**src/rtl/hsosc_pkg.sv**
```systemverilog
// Shared definitions for the high-speed oscillator power sequencer: state encodings and
// default cycle counts, also used by the status-register block and the bench.
package hsosc_pkg;

  typedef enum logic [2:0] {
    StOff    = 3'd0,
    StPwrup  = 3'd1,
    StSettle = 3'd2,
    StOn     = 3'd3,
    StDrain  = 3'd4,
    StCool   = 3'd5
  } hsosc_state_e;

  localparam int unsigned DefPuWaitCycles = 2;  // 200 us at 10 kHz
  localparam int unsigned DefSettleCycles = 1;
  localparam int unsigned DefDrainCycles  = 1;
  localparam int unsigned DefMinOffCycles = 2;

  function automatic int unsigned max_cycles(input int unsigned a, input int unsigned b,
                                             input int unsigned c, input int unsigned d);
    int unsigned m;
    m = a;
    if (b > m) m = b;
    if (c > m) m = c;
    if (d > m) m = d;
    return m;
  endfunction

endpackage

```
**src/rtl/hsosc_pwr_seq_if.sv**
```systemverilog
// Request/status bundle between power-management logic and the oscillator sequencer.
interface hsosc_pwr_seq_if;
  logic       req;
  logic       osc_pu;
  logic       osc_en;
  logic       osc_ready;
  logic       busy;
  logic [2:0] state_o;

  modport master (
    output req,
    input  osc_pu, osc_en, osc_ready, busy, state_o
  );

  modport slave (
    input  req,
    output osc_pu, osc_en, osc_ready, busy, state_o
  );
endinterface

```
**src/rtl/hsosc_pwr_seq_sync_2ff.sv**
```systemverilog
// Two-flop synchronizer for a single level signal, async reset to 0.
module sync_2ff (
  input  logic clk,
  input  logic rst,
  input  logic d,
  output logic q
);
  logic ff1_q, ff2_q;

  always_ff @(posedge clk or posedge rst) begin
    if (rst) begin
      ff1_q <= 1'b0;
      ff2_q <= 1'b0;
    end else begin
      ff1_q <= d;
      ff2_q <= ff1_q;
    end
  end

  assign q = ff2_q;
endmodule

```
**src/rtl/hsosc_pwr_seq.sv**
```systemverilog
// Always-on sequencer ordering power-up, enable and ready of the high-speed oscillator,
// and the reverse on shutdown with a guaranteed minimum off time.
module hsosc_pwr_seq
  import hsosc_pkg::*;
#(
  parameter int unsigned PU_WAIT_CYCLES = DefPuWaitCycles,
  parameter int unsigned SETTLE_CYCLES  = DefSettleCycles,
  parameter int unsigned DRAIN_CYCLES   = DefDrainCycles,
  parameter int unsigned MIN_OFF_CYCLES = DefMinOffCycles,
  parameter bit          SYNC_REQ       = 1'b1
) (
  input logic           clk,
  input logic           rst,
  hsosc_pwr_seq_if.slave pwr
);

  localparam int unsigned MaxCycles =
      max_cycles(PU_WAIT_CYCLES, SETTLE_CYCLES, DRAIN_CYCLES, MIN_OFF_CYCLES);
  localparam int unsigned CntW = $clog2(MaxCycles + 1);

  localparam logic [CntW-1:0] LdPuWait = CntW'(PU_WAIT_CYCLES);
  localparam logic [CntW-1:0] LdSettle = CntW'(SETTLE_CYCLES);
  localparam logic [CntW-1:0] LdDrain  = CntW'(DRAIN_CYCLES);
  localparam logic [CntW-1:0] LdMinOff = CntW'(MIN_OFF_CYCLES);

  logic req_s;

  if (SYNC_REQ) begin : g_sync
    sync_2ff u_sync (
      .clk(clk),
      .rst(rst),
      .d  (pwr.req),
      .q  (req_s)
    );
  end else begin : g_nosync
    assign req_s = pwr.req;
  end

  hsosc_state_e    state_q, state_d;
  logic [CntW-1:0] cnt_q, cnt_d;
  logic            expired;
  logic            pu_q, en_q, rdy_q, busy_q;

  // The counter is loaded with N on entry and the state is left on the N-th edge after.
  assign expired = (cnt_q <= CntW'(1));

  always_comb begin
    state_d = state_q;
    cnt_d   = expired ? cnt_q : cnt_q - CntW'(1);
    case (state_q)
      StOff: begin
        if (req_s) begin
          state_d = StPwrup;
          cnt_d   = LdPuWait;
        end
      end
      StPwrup: begin
        if (!req_s) begin
          state_d = StCool;
          cnt_d   = LdMinOff;
        end else if (expired) begin
          state_d = StSettle;
          cnt_d   = LdSettle;
        end
      end
      StSettle: begin
        if (!req_s) begin
          state_d = StDrain;
          cnt_d   = LdDrain;
        end else if (expired) begin
          state_d = StOn;
        end
      end
      StOn: begin
        if (!req_s) begin
          state_d = StDrain;
          cnt_d   = LdDrain;
        end
      end
      StDrain: begin
        if (expired) begin
          state_d = StCool;
          cnt_d   = LdMinOff;
        end
      end
      StCool: begin
        if (expired) begin
          state_d = req_s ? StPwrup : StOff;
          cnt_d   = LdPuWait;
        end
      end
      default: begin
        state_d = StCool;
        cnt_d   = LdMinOff;
      end
    endcase
  end

  // Outputs are decoded from the next state so they switch on the same edge as the state.
  always_ff @(posedge clk or posedge rst) begin
    if (rst) begin
      state_q <= StCool;
      cnt_q   <= LdMinOff;
      pu_q    <= 1'b0;
      en_q    <= 1'b0;
      rdy_q   <= 1'b0;
      busy_q  <= 1'b1;
    end else begin
      state_q <= state_d;
      cnt_q   <= cnt_d;
      pu_q    <= state_d inside {StPwrup, StSettle, StOn, StDrain};
      en_q    <= state_d inside {StSettle, StOn};
      rdy_q   <= (state_d == StOn);
      busy_q  <= state_d inside {StPwrup, StSettle, StDrain, StCool};
    end
  end

  assign pwr.osc_pu    = pu_q;
  assign pwr.osc_en    = en_q;
  assign pwr.osc_ready = rdy_q;
  assign pwr.busy      = busy_q;
  assign pwr.state_o   = state_q;

endmodule

```
**src/flat_wrapper.sv**
```systemverilog
// flat-port wrapper written by rule: the top's interface ports become plain ports
module hsosc_pwr_seq_flat import hsosc_pkg::*;
#(
  parameter int unsigned PU_WAIT_CYCLES = DefPuWaitCycles,
  parameter int unsigned SETTLE_CYCLES  = DefSettleCycles,
  parameter int unsigned DRAIN_CYCLES   = DefDrainCycles,
  parameter int unsigned MIN_OFF_CYCLES = DefMinOffCycles,
  parameter bit          SYNC_REQ       = 1'b1
)
  (clk, rst, pwr_req, pwr_osc_pu, pwr_osc_en, pwr_osc_ready, pwr_busy, pwr_state_o);
  hsosc_pwr_seq_if pwr_i ();
  input logic clk;
  input logic rst;
  input wire logic [$bits(pwr_i.req)-1:0] pwr_req;
  output wire logic [$bits(pwr_i.osc_pu)-1:0] pwr_osc_pu;
  output wire logic [$bits(pwr_i.osc_en)-1:0] pwr_osc_en;
  output wire logic [$bits(pwr_i.osc_ready)-1:0] pwr_osc_ready;
  output wire logic [$bits(pwr_i.busy)-1:0] pwr_busy;
  output wire logic [$bits(pwr_i.state_o)-1:0] pwr_state_o;
  assign pwr_i.req = pwr_req;
  assign pwr_osc_pu = pwr_i.osc_pu;
  assign pwr_osc_en = pwr_i.osc_en;
  assign pwr_osc_ready = pwr_i.osc_ready;
  assign pwr_busy = pwr_i.busy;
  assign pwr_state_o = pwr_i.state_o;
  hsosc_pwr_seq #(.PU_WAIT_CYCLES(PU_WAIT_CYCLES), .SETTLE_CYCLES(SETTLE_CYCLES), .DRAIN_CYCLES(DRAIN_CYCLES), .MIN_OFF_CYCLES(MIN_OFF_CYCLES), .SYNC_REQ(SYNC_REQ)) u_core (.clk(clk), .rst(rst), .pwr(pwr_i));
endmodule
```
**config.mk**
```make
export PLATFORM = sky130hd
export DESIGN_NAME = hsosc_pwr_seq_flat
export DESIGN_NICKNAME = d
export VERILOG_FILES = /design/src/rtl/hsosc_pkg.sv /design/src/rtl/hsosc_pwr_seq_if.sv /design/src/rtl/hsosc_pwr_seq_sync_2ff.sv /design/src/rtl/hsosc_pwr_seq.sv /design/src/flat_wrapper.sv
export SDC_FILE = /design/constraint.sdc
export NUM_CORES = 1
export LEC_CHECK = 0
export BUFFER_PORTS_ARGS = -buffer_cell sky130_fd_sc_hd__buf_2
export CORE_AREA = 2 2 39 41
export CTS_CLUSTER_DIAMETER = 120
export DETAILED_ROUTE_END_ITERATION = 16
export DIE_AREA = 0 0 41 43
export GPL_TIMING_DRIVEN = 0
export PLACE_DENSITY = 0.64
export SKIP_LAST_GASP = 1
export SLEW_MARGIN = 20
export SYNTH_ARGS = -nofsm -noshare
export SYNTH_HDL_FRONTEND = slang
export SYNTH_SLANG_ARGS = --single-unit
```
**constraint.sdc**
```tcl
create_clock -name clk -period 3.9 [get_ports clk]
set_input_delay 0.39 -clock clk [delete_from_list [all_inputs] [get_ports clk]]
set_output_delay 0.39 -clock clk [all_outputs]
set_load 0.01 [all_outputs]
```
### Word level (Yosys, flattened, before mapping)

Cells that the tools add are included.

* bits in registers: 11
* output and inout port bits: 7
* word-level logic and storage cells: 43

* add/subtract/negate cells: 1
* magnitude comparators: 1
* equality and inequality tests: 10
* mux-type cells: 17
* reductions and logical operators: 6

Operator list (number)
* two-way mux 3 bit: 8
* one-hot mux 3 bit (6 select lines): 1
* == test 3 x 2 -> 1 bit (second input constant): 4
* == test 3 bit (second input constant): 4
* two-way mux 2 bit: 6
* one-hot mux 2 bit (4 select lines): 1
* nonzero test 4 bit: 2
* == test 3 x 1 -> 1 bit (second input constant): 2
* OR reduction 2 bit: 2
* logical NOT 3 bit: 1
* <= comparator 2 x 1 -> 1 bit (second input constant): 1
* nonzero test 2 bit: 1
* subtractor 2 x 1 -> 2 bit (second input constant): 1
* two-way mux 1 bit: 1

### Depth between registers and ports, before layout

* depth after elaboration: 6
* depth in mapped cells: 5
* depth with buffers taken out: 5

### By module

Synthesis repeated with hierarchy kept, for this count alone.

* cell total of the unflattened synthesis: 65
* area total of the unflattened synthesis: 663.1 um^2

Modules (own cells, without submodules)
* hsosc_pwr_seq: instances 1, cells each 62, area each 609.3 um^2
* sync_2ff: instances 1, cells each 3, area each 53.8 um^2

### Worst setup path before layout

No wires, ideal clock.

* kind: flip-flop to flip-flop
* start: register u_core.cnt_q[1]
* end: register u_core.cnt_q[0]
* arrival: 1.096 ns
* data required time: 3.762 ns
* slack: 2.666 ns
* cell stages (with the launch flop): 5
* path buffers: 0
* cell sequence: dfstp_2 ha_1 and4bb_1 a21oi_1 o221ai_1

* cells in the longest elaborated chain, start to end: 5
* elaborated cells on any way between the ends: 8
* those cells by class: order compare (1); mux (7)

RTL lines
* start, declared: line hsosc_pwr_seq.sv:40 `logic [CntW-1:0] cnt_q, cnt_d;`
* start signal, assigned: line hsosc_pwr_seq.sv:103 `cnt_q <= LdMinOff;`
* start signal, assigned: line hsosc_pwr_seq.sv:110 `cnt_q <= cnt_d;`
* <= comparator 2 x 1 -> 1 bit *: line hsosc_pwr_seq.sv:45 `assign expired = (cnt_q <= CntW'(1));`
* two-way mux 2 bit: line hsosc_pwr_seq.sv:49 `cnt_d = expired ? cnt_q : cnt_q - CntW'(1);`
* two-way mux 2 bit: line hsosc_pwr_seq.sv:61 `end else if (expired) begin`
* two-way mux 2 bit: line hsosc_pwr_seq.sv:58 `if (!req_s) begin`
* one-hot mux 2 bit (4 select lines) *: line hsosc_pwr_seq.sv:50 `case (state_q)`
* named net u_core.cnt_d[0]: line hsosc_pwr_seq.sv:40

The timed path passes the listed nets; every way through them passes the cells marked *.

### Worst setup path in the final report

* start: register u_core.state_q[0], in the netlist u_core.pwr.state_o[0]
* end: output port pwr_state_o[0]

RTL lines
* start, declared: line hsosc_pwr_seq.sv:39 `hsosc_state_e state_q, state_d;`
* start signal, assigned: line hsosc_pwr_seq.sv:102 `state_q <= StCool;`
* start signal, assigned: line hsosc_pwr_seq.sv:109 `state_q <= state_d;`
* end, declared: line flat_wrapper.sv:19 `output wire logic [$bits(pwr_i.state_o)-1:0] pwr_state_o;`

No word-level cell between the ends.

==> summary.md <==
| Metric | Value |
|---|---|
| CTS Buf Count | 3 |
| Clock Skews | 0.00598 ns |
| Mapped Avg Cell Area | 10.6 um^2 |
| WHS | 0.0896 ns |
| Flops & latches, synth | 11 |
| Detailed-route wire length | 1080 um |
| Net switching power | 0.000187 W |
| Clk buf depth | 2 |
| Maximum level of the CTS H-tree | 1 |
| Peak supply drop | 0.318 mV |
| Largest net degree at the start of global routing | 12 |
| CP Data Arrival Time | 1.03 ns |
| WL per Instance | 12.9 um |
| RSZ-0062 raised after global routing | no |
| GPL Wtd Cong | 0.779 |
| Buffers on Ports | 9 |
| First-pass iteration count of the detailed router | 4 |
| Vias in the first global route | 435 |
| Via count | 436 |
| LEAKAGE | 0.312 nW |
| Post-synthesis net count | 61 |
| Simple-gate share of the synthesized area | 0.162 |
| Worst r2r src | u_core.cnt_q[1] |
| Initial antenna violation count | 0 |
| Run status | completed |
| Post-route DRC | 0 |
| Worst hold path type | in2async |
| Clk root buf | clkbuf_4 |
| Compound-gate portion of the synthesized area | 0.200 |
| Clock transition at path regs | 0.07 ns |
| Mapped Area | 581 um^2 |
| I/O pins | 10 |
| Initial Utilization | 0.420 |
| Ys Warns | 0 |
| Number of placement rows | 14 |
| Via density | 5.19 |
| Crit path max-delay cell type | dfstp_2 |
| Startpoint Class | register |
| Post-synth top area share | 0.302 |
| Critical path launch point | u_core.pwr.state_o[0] |
| Netlist cell types | 26 |
| CTS tree | done |
| DP HPWL | 755 um |
| Final setup viols | 0 |
| Synth area leader | dfrtp_1 |
| Main flop type after synthesis | dfrtp_1 |
| Logic pwr share | 0.452 |
| Post-cts sizing count | 0 |
| Postcts setup bufs | 0 |
| Maximum clock rate | 0.705 GHz |
| Fin crit period | 1.42 ns |
| Gr ovfl total | 0 |
| CTS Hold Bufs | 0 |
| Net Sw Frac | 0.378 |
| Worst slew pin tran | 0.421 ns |
| Crit-path cells | buf_2 |
| Cells after Synth | 55 |
| Initial DRC count | 9 |
| Slowest stage delay, CP | 0.60 ns |
| Antenna-violating nets left | 0 |
| Adder-cell share of the synthesized area | 0.0647 |
| Total of max-cap violations | 0 |
| Chip height | 43 um |
| First-pass GRT wire length | 1870 um |
| Register area share after synthesis | 0.483 |
| Post-synthesis xor/xnor area fraction | 0 |
| Ant diodes | 0 |
| Die area | 1760 um^2 |
| Area growth syn-to-layout | 15.7% |
| Final period util | 0.364 |
| Clock share of power | 0.162 |
| Pint | 0.000308 W |
| GRT Util Overall | 0.164 |
| Main combinational cell family by area after synthesis | compound AO/OA/AOI/OAI gates |
| CP endpoint kind | output port |
| Worst skew pair latency | 0.28 ns |
| Synth top area cells | dfrtp_1, dfstp_2, ha_1 |
| Sum Neg Setup Slack | 0 ns |
| Die W | 41 um |
| Nets | 75 |
| Crit Path Category | reg2out |
| Crit path buffers/inverters | 1 |
| Layout cell share with drive strength beyond 1 | 0.338 |
| Worst Path Required | 3.51 ns |
| CP top delay family | flip-flops |
| Count of final hold-check violations | 0 |
| PwrDens | 737 nW/um^2 |
| Mux contribution to synthesized area | 0 |
| CP max FO | 8 |
| EDFF count, synth | 0 |
| CTS Sinks | 11 |
| Fin. max-slew vios | 0 |
| Post-route cell area | 672 um^2 |
| Async SR Flop Fraction | 1.00 |
| Core area | 1380 um^2 |
| Power share of the sequential group | 0.386 |
| DP Area | 646 um^2 |
| Slew headroom | 0.719 |
==> cells in the final DEF, fill, tap and decap left out, types with 3 or more instances in the layout <==
master	count
buf_2	9
dfrtp_1	7
inv_1	6
a21oi_1	4
nor2_1	4
dfstp_2	4
ha_1	3
clkbuf_4	3
==> layout make-up <==
type                       count  area [um^2]
fill                         137          712
sequential                    11          280
multi-input combinational     34          248
timing repair buffer           9         45.0
clock buffer                   4         26.3
buffer                         3         26.3
inverter                       7         26.3
tap                           16         20.0
==> state kept, by name, indices dropped and copies added, names as in the netlist <==
name,count
u_core.cnt_q,2
u_core.pwr.state_o,3
u_core.pwr.osc_ready,1
u_core.pwr.osc_pu,1
u_core.g_sync.u_sync.ff1_q,1
u_core.pwr.busy,1
u_core.pwr.osc_en,1
u_core.g_sync.u_sync.q,1
==> through the flow <==
step | std cells | util | worst slack, ns | power [W]
2_1_floorplan | 55 | - | 2.67 | 0.000358
3_3_place_gp | 80 | 0.467 | 2.60 | 0.000411
3_5_place_dp | 80 | 0.467 | 2.55 | 0.000417
4_1_cts | 84 | 0.486 | 2.47 | 0.000499
5_1_grt | 84 | 0.486 | 2.45 | 0.000534
6_report | 84 | 0.486 | 2.48 | 0.000495
==> layer usage <==
layer  wire (um)  up-vias  GRT usage
met5           0        -          0
met4          38        0      0.127
met3          34        5     0.0471
met2         525        7      0.222
met1         483      203      0.211
li1            -      221          -
==> power groups by stage <==
stage               combinational (W)  clock [W]  sequential [W]
floorplan                    0.000158          0        0.000200
global placement             0.000218          0        0.000193
detailed placement           0.000223          0        0.000194
CTS                          0.000225  0.0000825        0.000192
global route                 0.000250  0.0000869        0.000197
finish                       0.000224  0.0000800        0.000191
==> cells by family (layout without fill, tap and decap cells) <==
kind of cell    count (synthesis)  after routing
simple gates                   16             16
compound gates                 15             15
flops                          11             11
buf+inv                        10             23
fa+ha+maj                       3              3
==> synth_stat cells, types with 2 or more instances <==
library cell and number:
ha_1 3, dfstp_2 4, nor2b_1 2, nand2b_1 2
nand2b_2 2, dfrtp_1 7, inv_1 6, o22a_1 2
nor2_1 4, nand2_1 2, a21oi_1 4, buf_4 2
nor3_1 2
==> final timing paths <==
check | end | slack, ns | depth (start not counted)
setup reg to reg | u_core.cnt_q[0] | 2.52 | 4
hold / removal | u_core.g_sync.u_sync.ff1_q | 0.09 | 2
setup / recovery | pwr_state_o[0] | 2.48 | 1
min in group clk | u_core.g_sync.u_sync.ff1_q | 0.21 | 1
max in group asynchronous | u_core.pwr.busy | 3.48 | 2
hold reg to reg | u_core.g_sync.u_sync.q | 0.37 | 0
Power figures use the tool's default switching activity.
